## src/rtl/hazard_pkg.sv

```systemverilog
// Shared constants, stage record and source-hazard helper for hazard_stall_ctrl.
package hazard_pkg;

   localparam logic [1:0] TNEW_LOAD = 2'd2;
   localparam logic [1:0] TNEW_ALU  = 2'd1;
   localparam logic [1:0] TNEW_LINK = 2'd0;

   localparam logic       TUSE_D = 1'b0;
   localparam logic       TUSE_E = 1'b1;

   localparam logic [4:0] REG_RA = 5'd31;

   typedef struct packed {
      logic [4:0] a3;
      logic [1:0] tnew;
   } stage_rec_t;

   // A source stalls when its producer's result arrives later than it is needed.
   function automatic logic src_hazard(input logic [4:0] src, input logic used,
                                       input logic tuse, input stage_rec_t rec);
      return used && (src != 5'd0) && (src == rec.a3) && ({1'b0, tuse} < rec.tnew);
   endfunction

endpackage

```

## src/rtl/md_busy_ctr.sv

```systemverilog
// Mult/div busy window: reloads on an MD start entering E, then counts down.
module md_busy_ctr
   import hazard_pkg::*;
#(
   parameter int MULT_CYC = 5,
   parameter int DIV_CYC  = 10
) (
   input  logic clk,
   input  logic reset_n,
   input  logic start_mul,
   input  logic start_div,
   output logic md_busy
);

   localparam int MAX_CYC = (MULT_CYC > DIV_CYC) ? MULT_CYC : DIV_CYC;
   localparam int CW      = $clog2(MAX_CYC + 1);

   logic [CW-1:0] cnt_q, cnt_d;
   logic          e_md_start_q, e_md_start_d;

   // The count is held while the start instruction sits in E, giving a 1 + N busy window.
   always_comb begin
      cnt_d        = cnt_q;
      e_md_start_d = start_mul | start_div;
      if (start_mul) begin
         cnt_d = CW'(MULT_CYC);
      end else if (start_div) begin
         cnt_d = CW'(DIV_CYC);
      end else if (!e_md_start_q && (cnt_q != '0)) begin
         cnt_d = cnt_q - CW'(1);
      end
   end

   always_ff @(posedge clk or negedge reset_n) begin
      if (!reset_n) begin
         cnt_q        <= '0;
         e_md_start_q <= 1'b0;
      end else begin
         cnt_q        <= cnt_d;
         e_md_start_q <= e_md_start_d;
      end
   end

   assign md_busy = (cnt_q != '0) | e_md_start_q;

endmodule

```

## src/rtl/hazard_stall_ctrl.sv

```systemverilog
// D-stage stall controller: E/M result tracking plus MD busy interlock.
// Optional stall statistics counters are built when STALL_STAT_EN is defined.
module hazard_stall_ctrl
   import hazard_pkg::*;
#(
   parameter int MULT_CYC = 5,
   parameter int DIV_CYC  = 10
) (
   input  logic        clk,
   input  logic        reset_n,
   input  logic [4:0]  rs_d,
   input  logic [4:0]  rt_d,
   input  logic [4:0]  rd_d,
   input  logic        mov_c,
   input  logic        alr,
   input  logic        al,
   input  logic        cal_rd,
   input  logic        cal_rt,
   input  logic        load,
   input  logic        read_rs,
   input  logic        read_rt,
   input  logic        need_rs_d,
   input  logic        need_rt_d,
   input  logic        use_md,
   input  logic        md_mul_d,
   input  logic        md_div_d,
   input  logic        flush,
   output logic        stall,
   output logic        en_pc,
   output logic        en_d,
   output logic        clr_e,
   output logic        md_busy
`ifdef STALL_STAT_EN
   ,
   output logic [31:0] stall_cnt,
   output logic [31:0] md_stall_cnt
`endif
);

   stage_rec_t e_q, e_d, m_q, m_d;
   logic [4:0] a3_d;
   logic [1:0] tnew_d;
   logic       tuse_rs, tuse_rt;
   logic       data_stall, md_stall, transfer;

   always_comb begin
      a3_d = 5'd0;
      if (al) begin
         a3_d = REG_RA;
      end else if (alr | mov_c | cal_rd) begin
         a3_d = rd_d;
      end else if (cal_rt | load) begin
         a3_d = rt_d;
      end

      tnew_d = TNEW_LINK;
      if (load) begin
         tnew_d = TNEW_LOAD;
      end else if (cal_rd | cal_rt | mov_c) begin
         tnew_d = TNEW_ALU;
      end
   end

   assign tuse_rs = need_rs_d ? TUSE_D : TUSE_E;
   assign tuse_rt = need_rt_d ? TUSE_D : TUSE_E;

   assign data_stall = src_hazard(rs_d, need_rs_d | read_rs, tuse_rs, e_q)
                     | src_hazard(rs_d, need_rs_d | read_rs, tuse_rs, m_q)
                     | src_hazard(rt_d, need_rt_d | read_rt, tuse_rt, e_q)
                     | src_hazard(rt_d, need_rt_d | read_rt, tuse_rt, m_q);

   assign md_stall = use_md & md_busy;
   assign stall    = data_stall | md_stall;
   assign en_pc    = ~stall;
   assign en_d     = ~stall;
   // Flush must not leak a bubble request out while the block is held in reset.
   assign clr_e    = reset_n & (stall | flush);
   assign transfer = ~stall & ~flush;

   always_comb begin
      e_d = '{a3: a3_d, tnew: tnew_d};
      if (stall | flush) begin
         e_d = '0;
      end
      m_d = '{a3: e_q.a3, tnew: (e_q.tnew == 2'd0) ? 2'd0 : e_q.tnew - 2'd1};
      if (flush) begin
         m_d = '0;
      end
   end

   always_ff @(posedge clk or negedge reset_n) begin
      if (!reset_n) begin
         e_q <= '0;
         m_q <= '0;
      end else begin
         e_q <= e_d;
         m_q <= m_d;
      end
   end

   md_busy_ctr #(
      .MULT_CYC (MULT_CYC),
      .DIV_CYC  (DIV_CYC)
   ) u_md_busy_ctr (
      .clk       (clk),
      .reset_n   (reset_n),
      .start_mul (transfer & md_mul_d),
      .start_div (transfer & md_div_d & ~md_mul_d),
      .md_busy   (md_busy)
   );

`ifdef STALL_STAT_EN
   logic [31:0] stall_cnt_q, stall_cnt_d;
   logic [31:0] md_stall_cnt_q, md_stall_cnt_d;

   always_comb begin
      stall_cnt_d    = stall    ? stall_cnt_q + 32'd1    : stall_cnt_q;
      md_stall_cnt_d = md_stall ? md_stall_cnt_q + 32'd1 : md_stall_cnt_q;
   end

   always_ff @(posedge clk or negedge reset_n) begin
      if (!reset_n) begin
         stall_cnt_q    <= '0;
         md_stall_cnt_q <= '0;
      end else begin
         stall_cnt_q    <= stall_cnt_d;
         md_stall_cnt_q <= md_stall_cnt_d;
      end
   end

   assign stall_cnt    = stall_cnt_q;
   assign md_stall_cnt = md_stall_cnt_q;
`endif

endmodule

```

## config.mk

```make
export PLATFORM = sky130hd
export DESIGN_NAME = hazard_stall_ctrl
export DESIGN_NICKNAME = d
export VERILOG_FILES = /design/src/rtl/hazard_pkg.sv /design/src/rtl/md_busy_ctr.sv /design/src/rtl/hazard_stall_ctrl.sv
export SDC_FILE = /design/constraint.sdc
export NUM_CORES = 1
export LEC_CHECK = 0
export ABC_AREA = 1
export BUFFER_PORTS_ARGS = -buffer_cell sky130_fd_sc_hd__buf_4
export CORE_MARGIN = 2
export CORE_UTILIZATION = 28
export DETAILED_ROUTE_END_ITERATION = 6
export GPL_TIMING_DRIVEN = 0
export PLACE_DENSITY_LB_ADDON = 0.08
export SLEW_MARGIN = 20
export SYNTH_ARGS = -nofsm -noshare
export SYNTH_HDL_FRONTEND = slang
export SYNTH_SLANG_ARGS = --single-unit
```

## constraint.sdc

```tcl
create_clock -name clk -period 1.6 [get_ports clk]
set_clock_uncertainty 0.05 [all_clocks]
set_input_delay 0.16 -clock clk [delete_from_list [all_inputs] [get_ports clk]]
set_output_delay 0.16 -clock clk [all_outputs]
set_load 0.005 [all_outputs]
```

==> results.yml <==
synthesis:
  postSynthAreaPerCell_um2: 6.601
  post_synth_mux_area_share: 0
  synth-xor-area-share: 0.03846
  yosysSeqAreaShare: 0.3480
  synthesis.yosys.warnings: 0
  synth_net_count: 240
  netlist_instances: 207
  synthDominantAreaCellType: "sky130_fd_sc_hd__dfrtp_1"
  synth_compound_gate_area_share: 0.07875
  synth_area_mm2: 0.001366
  synth.top_cell.area_share: 0.3480
  synth_top_family_by_area: "simple AND/OR/NAND/NOR gates"
  synth-seq-cells: 19
  synth.area.top_cells: "sky130_fd_sc_hd__dfrtp_1, sky130_fd_sc_hd__nand2_1, sky130_fd_sc_hd__inv_1"
  synth_simple_gate_area_share: 0.3910
  yosysUniqueCellTypes: 23
  arithmetic_cell_share_of_the_synthesized_area_counting_full_adders_half_adders_and_majority_gates: 0.01832
routing:
  number_of_design_rule_violations_left_by_the_first_detailed_router_iteration: 51
  post_drt_via_cell_ratio: 4.228
  ant_nets: 0
  num_vias: 1370
  postRouteWirelength_um: 3591
  wire_length_per_cell_um: 11.08
  post-route-drc-count: 0
  detailedRoute.firstPassIterationCount: 4
power_and_ir_drop:
  static-leakage-power_nw: 1.029
  irDropWorstVdd_mv: 0.3274
  power-per-cell-area_mw_per_mm2: 939.7
floorplan:
  die_area_mm2: 0.005455
  floorplan.die.height_um: 73.86
  initial_core_utilization: 0.2893
  floorplan.die.width_um: 73.86
  floorplan.core_area_mm2: 0.004723
  design.portCount: 36
  num_rows: 25
grt:
  grt_remaining_overflow: 0
  grtUsageTotal: 0.1463
  antenna_found_initial: 0
  largest_net_degree_at_the_start_of_global_routing: 21
  first_pass_grt_wire_length_um: 6078
  first_global_vias: 1321
min_path:
  worstHoldPathType: "input pin to flop"
  hold-path-cell-count: 2
place:
  dpl.hpwl_um: 2801
  routabilityCongestion: 0.8231
  preCtsSetupSlack_ps: -110.2
  portBuffers: 34
finish:
  postLayoutCoreUtil: 0.4109
  nNetsFinal: 291
  layout-drive-gt1-share: 0.3696
  area_growth_synth_to_finish_pct: 42.03
  diodes: 0
  fillerInstances: 521
cts:
  clk_path_buf_depth: 2
  clkSlewWorstSetupHoldPaths_ps: 70
  inserted_clock_buffers: 3
  clk-insertion-delay-late_ps: 250
  cts_h_tree_depth: 1
  root_buffer: "sky130_fd_sc_hd__clkbuf_8"
  clkSinkCount: 19
  cts_tree: "yes"
timing:
  setup_violations: 15
  min_period_ps: 1844
  worst_pin_slew_ps: 635.5
  fmaxAchievable_ghz: 0.5423
  ratio_of_final_minimum_period_to_clock_period: 1.153
  post-route-worst-setup-slack_ps: -244.1
  timing.final.max_slew_violations: 0
  rsz0062_at_grt: "yes"
  max-slew-margin-rel: 0.5731
  report.final.hold_viol_count: 0
worst_setup_path:
  cp-start-kind: "flop"
  critical_path_class: "flop to primary output"
  worstSetupEndpointType: "primary output"
  crit_required_ps: 1390
  critPathMaxFanout: 2
  worstRegToRegCells: 12
  cp_data_arrival_time_ps: 1630
status:
  status: "complete, but fails checks"
  failed_checks: "setup timing"
job:
  drv_cap: 0
layout by cell type (no fill, tap or decap), types with 4 or more instances in the layout:
cell type                 count
sky130_fd_sc_hd__nand2_1     63
sky130_fd_sc_hd__buf_4       42
sky130_fd_sc_hd__dfrtp_1     19
sky130_fd_sc_hd__inv_1       18
sky130_fd_sc_hd__nor2_1      18
sky130_fd_sc_hd__inv_2       17
sky130_fd_sc_hd__nand3_1     16
sky130_fd_sc_hd__a21oi_1     12
sky130_fd_sc_hd__nand2_2     10
sky130_fd_sc_hd__xor2_1       6
sky130_fd_sc_hd__nor2_2       5
sky130_fd_sc_hd__buf_6        4
layer usage:
metal / routed length [um] / GRT usage / share of wire / vias up
li1: - / - / - / 738
met4: 34 / 0.03636 / 0.0095 / 0
met1: 1924 / 0.2195 / 0.54 / 594
met3: 155 / 0.02606 / 0.043 / 2
met2: 1477 / 0.2153 / 0.41 / 36
met5: 0 / 0 / 0 / -
power breakdown:
part	switching [mW]	internal, mW
Clock	0.162	0.177
Sequential	0.0674	0.566
Combinational	0.441	0.410
worst paths after layout:
path	startpoint	end	slack, ps
setup / recovery	u_md_busy_ctr.cnt_q[1]$_DFFE_PN0P_	clr_e	-240
hold / removal	load	e_q[0]$_DFF_PN0_	20
setup reg to reg	u_md_busy_ctr.cnt_q[1]$_DFFE_PN0P_	u_md_busy_ctr.cnt_q[0]$_DFFE_PN0P_	-120
hold reg to reg	e_q[0]$_DFF_PN0_	m_q[0]$_DFF_PN0_	470
max in group asynchronous	reset_n	u_md_busy_ctr.cnt_q[2]$_DFFE_PN0P_	1010
min in group asynchronous	reset_n	m_q[4]$_DFF_PN0_	260
flip-flops by register name, indices dropped and copies added (netlist names):
name	flops
u_md_busy_ctr.cnt_q	4
m_q	7
u_md_busy_ctr.e_md_start_q	1
e_q	7
logic make-up (layout without fill, tap and decap cells):
logic type | Yosys count | after routing
compound gates | 19 | 19
xor+xnor | 6 | 6
fa+ha+maj | 2 | 2
buf+inv | 37 | 87
flops | 19 | 19
simple gates | 124 | 124
what timing repair did:
item	CTS	global route
setup endpoints to repair	15	16
buffers inserted	9	3
pin swaps	7	19
hold buffers	1	0
hold endpoints to repair	19	0
resized for setup	17	17
critical path, cell delays in order, from the launching register on:
cell and delay (ps):
sky130_fd_sc_hd__dfrtp_1 400, sky130_fd_sc_hd__inv_2 80, sky130_fd_sc_hd__ha_4 130, sky130_fd_sc_hd__nand4_1 90
sky130_fd_sc_hd__nand2_1 100, sky130_fd_sc_hd__inv_1 50, sky130_fd_sc_hd__a21oi_2 140, sky130_fd_sc_hd__nand2_2 100
sky130_fd_sc_hd__nor2_4 120, sky130_fd_sc_hd__nor2_2 50, sky130_fd_sc_hd__buf_4 130
cell type report:
cell class                 instances  area [um2]  share of cell area
inverter                          35       131.4             0.06770
timing repair buffer              46       362.8              0.1870
multi-input combinational        151       802.0              0.4133
tap                               67       83.83             0.04320
sequential                        19       475.5              0.2450
clock buffer                       4       45.04             0.02321
buffer                             2       40.04             0.02063
stage by stage:
stage / setup TNS (ps) / hold slack [ps] / power [mW] / cell area (um2) / std cells
6_report: -1426 / 17.78 / 1.824 / 1941 / 324
4_1_cts: -1637 / 12.69 / 1.817 / 1883 / 321
3_3_place_gp: -785.3 / 14.82 / 1.321 / 1705 / 308
5_1_grt: -3134 / 8.495 / 1.987 / 1941 / 324
3_5_place_dp: -655.9 / 11.21 / 1.327 / 1705 / 308
2_1_floorplan: 0 / -185.6 / 1.091 / 1366 / 207
Yosys cell counts, drive strengths merged:
master,n
a21oi,16
nor3,3
o21ai,1
or2,1
nand3,18
nor2,25
inv,35
nand2,74
dfrtp,19
buf,1
bufbuf,1
o22ai,1
o211ai,1
ha,2
xor2,6
nand4,3
Power figures use the tool's default switching activity.
